--- src/rtl/evict_buffer_pkg.sv ---
// evict_buffer_pkg: shared widths and line types for the eviction staging buffer
package evict_buffer_pkg;
    localparam int ADDR_WIDTH      = 32;
    localparam int DATA_WIDTH      = 32;
    localparam int BOW_DEFAULT     = 2;
    localparam int LINE_SIZE       = 1 << BOW_DEFAULT;
    localparam int LINE_ADDR_WIDTH = ADDR_WIDTH - BOW_DEFAULT - 2;
    typedef logic [LINE_ADDR_WIDTH-1:0] line_addr_t;
    typedef logic [LINE_SIZE-1:0][DATA_WIDTH-1:0] line_data_t;
endpackage

--- src/rtl/evict_buffer_match.sv ---
// evict_buffer_match: youngest-valid-match search over the circular entry array
module evict_buffer_match
    import evict_buffer_pkg::*;
#(
    parameter int DEPTH = 4,
    parameter int AW = LINE_ADDR_WIDTH,
    localparam int PW = $clog2(DEPTH)
) (
    input  logic [DEPTH-1:0]         valid_i,
    input  logic [DEPTH-1:0][AW-1:0] addr_i,
    input  logic [PW-1:0]            head_i,
    input  logic [AW-1:0]            probe_i,
    output logic                     hit_o,
    output logic [PW-1:0]            idx_o
);
    // Valid entries are exactly head..tail-1, so walking from head with last-match-wins picks the youngest
    always_comb begin
        hit_o = 1'b0;
        idx_o = head_i;
        for (int k = 0; k < DEPTH; k++) begin
            if (valid_i[head_i + PW'(k)] && addr_i[head_i + PW'(k)] == probe_i) begin
                hit_o = 1'b1;
                idx_o = head_i + PW'(k);
            end
        end
    end
endmodule

--- src/rtl/evict_buffer_d.sv ---
// evict_buffer_d: FIFO of evicted L1 lines draining into the victim cache, with miss-path lookup.
// EVICT_BUFFER_COALESCE_EN: pushes matching a queued line overwrite it in place.
module evict_buffer_d
    import evict_buffer_pkg::*;
#(
    parameter int BLOCK_OFFSET_WIDTH = BOW_DEFAULT,
    parameter int DEPTH = 4,
    localparam int LS = 1 << BLOCK_OFFSET_WIDTH,
    localparam int LW = ADDR_WIDTH - BLOCK_OFFSET_WIDTH - 2,
    localparam int PW = $clog2(DEPTH),
    localparam int CW = PW + 1
) (
    input  logic                          clk,
    input  logic                          rst,
    input  logic                          i_push_valid,
    output logic                          o_push_ready,
    input  logic [LW-1:0]                 i_push_addr,
    input  logic [LS-1:0][DATA_WIDTH-1:0] i_push_data,
    output logic                          o_vc_we,
    output logic [LW-1:0]                 o_vc_waddr,
    output logic [LS-1:0][DATA_WIDTH-1:0] o_vc_wdata,
    input  logic                          i_vc_hold,
    input  logic [LW-1:0]                 i_lookup_addr,
    output logic                          o_lookup_hit,
    output logic [LS-1:0][DATA_WIDTH-1:0] o_lookup_data,
    output logic [CW-1:0]                 o_count,
    output logic                          o_empty,
    output logic                          o_full
);
    logic [DEPTH-1:0]                 valid_q, valid_d;
    logic [PW-1:0]                    head_q, head_d, tail_q, tail_d;
    logic [CW-1:0]                    count_q, count_d;
    logic [DEPTH-1:0][LW-1:0]         addr_q;
    logic [LS-1:0][DATA_WIDTH-1:0]    data_q [DEPTH];
    logic                             coalesce_hit, push_fire, alloc;
    logic                             l_hit;
    logic [PW-1:0]                    l_idx;

    assign o_count      = count_q;
    assign o_empty      = count_q == '0;
    assign o_full       = count_q == CW'(DEPTH);
    assign o_vc_we      = !o_empty && !i_vc_hold;
    assign o_vc_waddr   = addr_q[head_q];
    assign o_vc_wdata   = data_q[head_q];
    // A same-cycle drain never frees a slot for the push: no full bypass
    assign o_push_ready = !o_full || coalesce_hit;
    assign push_fire    = i_push_valid && o_push_ready;
    assign alloc        = push_fire && !coalesce_hit;

    evict_buffer_match #(.DEPTH(DEPTH), .AW(LW)) u_lookup (
        .valid_i (valid_q),
        .addr_i  (addr_q),
        .head_i  (head_q),
        .probe_i (i_lookup_addr),
        .hit_o   (l_hit),
        .idx_o   (l_idx)
    );
    assign o_lookup_hit  = l_hit;
    assign o_lookup_data = data_q[l_idx];

`ifdef EVICT_BUFFER_COALESCE_EN
    logic          c_hit;
    logic [PW-1:0] c_idx;
    evict_buffer_match #(.DEPTH(DEPTH), .AW(LW)) u_coalesce (
        .valid_i (valid_q),
        .addr_i  (addr_q),
        .head_i  (head_q),
        .probe_i (i_push_addr),
        .hit_o   (c_hit),
        .idx_o   (c_idx)
    );
    // The head leaving this cycle can't absorb the write; it must allocate fresh at the tail
    assign coalesce_hit = c_hit && !(o_vc_we && c_idx == head_q);
    always_ff @(posedge clk) begin
        if (alloc) begin
            addr_q[tail_q] <= i_push_addr;
            data_q[tail_q] <= i_push_data;
        end else if (push_fire) begin
            data_q[c_idx] <= i_push_data;
        end
    end
`else
    assign coalesce_hit = 1'b0;
    always_ff @(posedge clk) begin
        if (alloc) begin
            addr_q[tail_q] <= i_push_addr;
            data_q[tail_q] <= i_push_data;
        end
    end
`endif

    always_comb begin
        valid_d = valid_q;
        head_d  = head_q;
        tail_d  = tail_q;
        if (o_vc_we) begin
            valid_d[head_q] = 1'b0;
            head_d          = head_q + PW'(1);
        end
        if (alloc) begin
            valid_d[tail_q] = 1'b1;
            tail_d          = tail_q + PW'(1);
        end
        count_d = count_q + CW'(alloc) - CW'(o_vc_we);
    end

    always_ff @(posedge clk or posedge rst) begin
        if (rst) begin
            valid_q <= '0;
            head_q  <= '0;
            tail_q  <= '0;
            count_q <= '0;
        end else begin
            valid_q <= valid_d;
            head_q  <= head_d;
            tail_q  <= tail_d;
            count_q <= count_d;
        end
    end
endmodule

--- config.mk ---
export PLATFORM = sky130hd
export DESIGN_NAME = evict_buffer_d
export DESIGN_NICKNAME = d
export VERILOG_FILES = /design/src/rtl/evict_buffer_pkg.sv /design/src/rtl/evict_buffer_match.sv /design/src/rtl/evict_buffer_d.sv
export SDC_FILE = /design/constraint.sdc
export NUM_CORES = 1
export LEC_CHECK = 0
export CORE_MARGIN = 5
export CORE_UTILIZATION = 49
export CTS_CLUSTER_SIZE = 12
export DETAILED_ROUTE_END_ITERATION = 10
export PLACE_DENSITY = 0.84
export SYNTH_ARGS = -nofsm -noshare
export SYNTH_HDL_FRONTEND = slang
export SYNTH_SLANG_ARGS = --single-unit
--- constraint.sdc ---
create_clock -name clk -period 6.9 [get_ports clk]
set_input_delay 1.38 -clock clk [delete_from_list [all_inputs] [get_ports clk]]
set_output_delay 1.38 -clock clk [all_outputs]
set_load 0.01 [all_outputs]
==> results.yml <==
outcome:
  status: "finished clean"
critical_path:
  arrival_ns: 5.41
  crit_required_ns: 5.52
  end_kind: "primary output"
  path_class: "reg2out"
  critPathMaxFanout: 17
  start_kind: "flip-flop"
clocking:
  path_clk_slew_ns: 0.06
  cts-root-buf: "clkbuf_16"
  cts_buffers: 69
  cts_hold_buf: 0
  h-tree-depth: 3
  max-clock-path-buffers: 3
  cts_sinks: 635
  cts_tree: "built"
  clk_latency_ns: 0.62
timing:
  hold_viol_final: 0
  setup_slack_ns: 0.1054
  fin_skew_ns: 0.02696
  grt_setup_unrepaired: "true"
  fin_tns_setup_ns: 0
  clock.fmax_mhz: 147.2
  period_minus_slack_ns: 6.795
  finalSetupViolCount: 0
  finalCritPeriodShare: 0.9847
  report.final.slew_viol_count: 0
  tightest_slew_ns: 0.9620
  maxSlewHeadroom: 0.3586
cells_and_area:
  final_util: 0.6313
  drive_gt1_frac: 0.1896
  final_cells: 3156
  ff_latch_area_mm2: 0.01902
  multi_input_area_mm2: 0.01154
  final_nets: 2451
  nFillCells: 4333
  syn_to_final_growth_pct: 27.17
logic_synthesis:
  yosysSeqAreaShare: 0.6050
  yosysMostFrequentCell: "edfxtp_1"
  syn_avg_cell_area_um2: 18.24
  syn_inst: 1723
  ys_seq_elements: 635
  synthArstFlopShare: 0.01732
  synth_edf_count: 624
  synth_top_cell_by_area: "edfxtp_1"
  syn-cell-area_mm2: 0.03143
  ys.warnings.count: 0
  synth_commonest_cells: "edfxtp_1 (624), mux2i_1 (448), mux4_2 (215)"
  synth_cell_types: 58
  syn_nets: 1922
  synth_area_leaders: "edfxtp_1 (60%), mux4_2 (15%), mux2i_1 (14%)"
  yosysTopAreaCellShare: 0.5962
  synthFlopType: "edfxtp_1"
floorplanning:
  io_pins: 480
  die_h_um: 263.3
  row_count: 92
  start_util: 0.4964
  core_area_mm2: 0.06331
  die_area_mm2: 0.06931
  die_x_um: 263.3
routing:
  drc: 0
  drt.antenna.violating_nets: 0
  via_per_inst: 6.124
  drt_iter0_drc: 1915
  wl_per_cell_um: 28.83
  wl_um: 90980
  vias: 19330
  firstDrtPassIters: 5
worst_hold_path:
  hp-class: "reg2reg"
power:
  power_mw: 19.62
  peakVddDrop_mv: 0.3814
  leakage_nw: 14.24
  p_per_area_mw_per_mm2: 490.9
global_route:
  antenna_found_initial: 18
  grt_pass1_vias: 20170
  grt_pass1_wl_um: 131100
  grt_start_max_net_pins: 113
  overflow: 0
  track_usage: 0.2475
placement:
  dp_hpwl_um: 59970
  preCtsSetupSlack_ns: 0.1254
  io_buffers: 479
  place.gp.congestion: 0.9302
  placed_cells: 3007
run:
  cap_violations: 0
==> cells by family (layout without fill, tap and decap cells) <==
| logic type | count (synthesis) | count (layout) | share of synthesized area |
|---|---|---|---|
| AO/OA/AOI/OAI | 67 | 67 | 0.01577 |
| XOR/XNOR | 107 | 107 | 0.02982 |
| adder cells (fa/ha/maj) | 11 | 11 | 0.004618 |
| buffers and inverters | 144 | 715 | 0.03113 |
| flip-flops | 635 | 635 | 0.6050 |
| multiplexers | 666 | 666 | 0.2978 |
| other | 0 | 16 | 0 |
| AND/OR/NAND/NOR | 93 | 93 | 0.01589 |
==> cell type report <==
cell class | instances | share of cell area
tap | 846 | 0.02648
clock inverter | 33 | 0.007231
timing repair buffer | 581 | 0.1531
sequential | 635 | 0.4759
inverter | 21 | 0.001972
antenna | 16 | 0.001002
multi-input combinational | 944 | 0.2888
clock buffer | 80 | 0.04555
==> state kept, by name (all words and copies together), names as in the netlist <==
register	cells
data_q	512
addr_q	112
valid_q	4
o_count	3
head_q	2
tail_q	2
==> metrics by stage <==
| stage | area, µm² | hold slack (ns) |
|---|---|---|
| 2_1_floorplan | 31430 | 0.4886 |
| 3_3_place_gp | 37320 | 0.5472 |
| 4_1_cts | 39470 | 0.5846 |
| 5_1_grt | 39960 | 0.6271 |
| 6_report | 39970 | 0.5780 |
| 3_5_place_dp | 37320 | 0.5714 |
==> report_power, final <==
part / internal [mW] / total [mW] / leakage [nW] / switching [mW]
registers: 5.12 / 5.53 / 5.84 / 0.411
logic: 5.32 / 10.6 / 7.36 / 5.25
clock network: 2.01 / 3.52 / 1.04 / 1.51
==> metal layers <==
layer | GRT usage | part of all wire | vias up
met4 | 0.09757 | 0.039 | 6
met3 | 0.06798 | 0.096 | 179
li1 | - | - | 8146
met2 | 0.4153 | 0.50 | 1001
met5 | 0 | 0.00049 | -
met1 | 0.3082 | 0.36 | 9994
==> final timing paths <==
| path | startpoint | end | slack (ns) | cells after the start |
|---|---|---|---|---|
| hold reg to reg | o_count[0] | o_count[0] | 0.58 | 1 |
| max in group asynchronous | rst | head_q[0] | 5.41 | 2 |
| setup reg to reg | o_count[1] | data_q[0][3] | 4.16 | 4 |
| min in group asynchronous | rst | valid_q[3] | 1.11 | 2 |
| hold / removal | o_count[0] | o_count[0] | 0.58 | 1 |
| setup / recovery | head_q[0] | o_lookup_data[86] | 0.11 | 20 |
==> worst max-delay path, stage by stage (launching register included) <==
cell and delay (ns):
dfrtp_4 0.52, inv_1 0.13, ha_4 0.22, clkbuf_4 0.19
buf_4 0.16, clkbuf_16 0.17, mux4_2 0.30, xnor2_1 0.18
nand4_1 0.28, nor4_2 0.39, nand4_1 0.19, buf_4 0.20
nand2_1 0.05, or3_1 0.16, o211ai_4 0.11, buf_12 0.17
buf_8 0.15, buf_16 0.18, mux2i_1 0.17, mux2i_2 0.23
clkdlybuf4s50_1 0.59
==> cell usage in the layout, fill, tap and decap left out, types with 6 or more instances in the layout <==
cell type        count
a21oi_1              9
xor2_1              29
o22ai_1             10
nand3_1              8
clkdlybuf4s50_1    446
mux2i_2              9
o21ai_0              6
buf_4               63
diode_2             16
xnor2_1             77
mux2i_1            438
clkbuf_16           75
dlymetal6s2s_1      33
ha_1                 9
buf_12              24
nand2_1             21
clkinv_2            10
clkbuf_1             8
nor2_1              16
inv_1               21
edfxtp_1           624
nand4_1             17
mux4_2             215
dfrtp_1              9
clkinv_1            14
==> what timing repair did <==
action | CTS | global route
setup buffers | 3 | 13
gates resized for setup | 4 | 58
pin swaps | 1 | 3
gates cloned | 0 | 4
endpoints found under the setup margin | 128 | 126
Note: power is estimated with default switching activity, not from simulation.
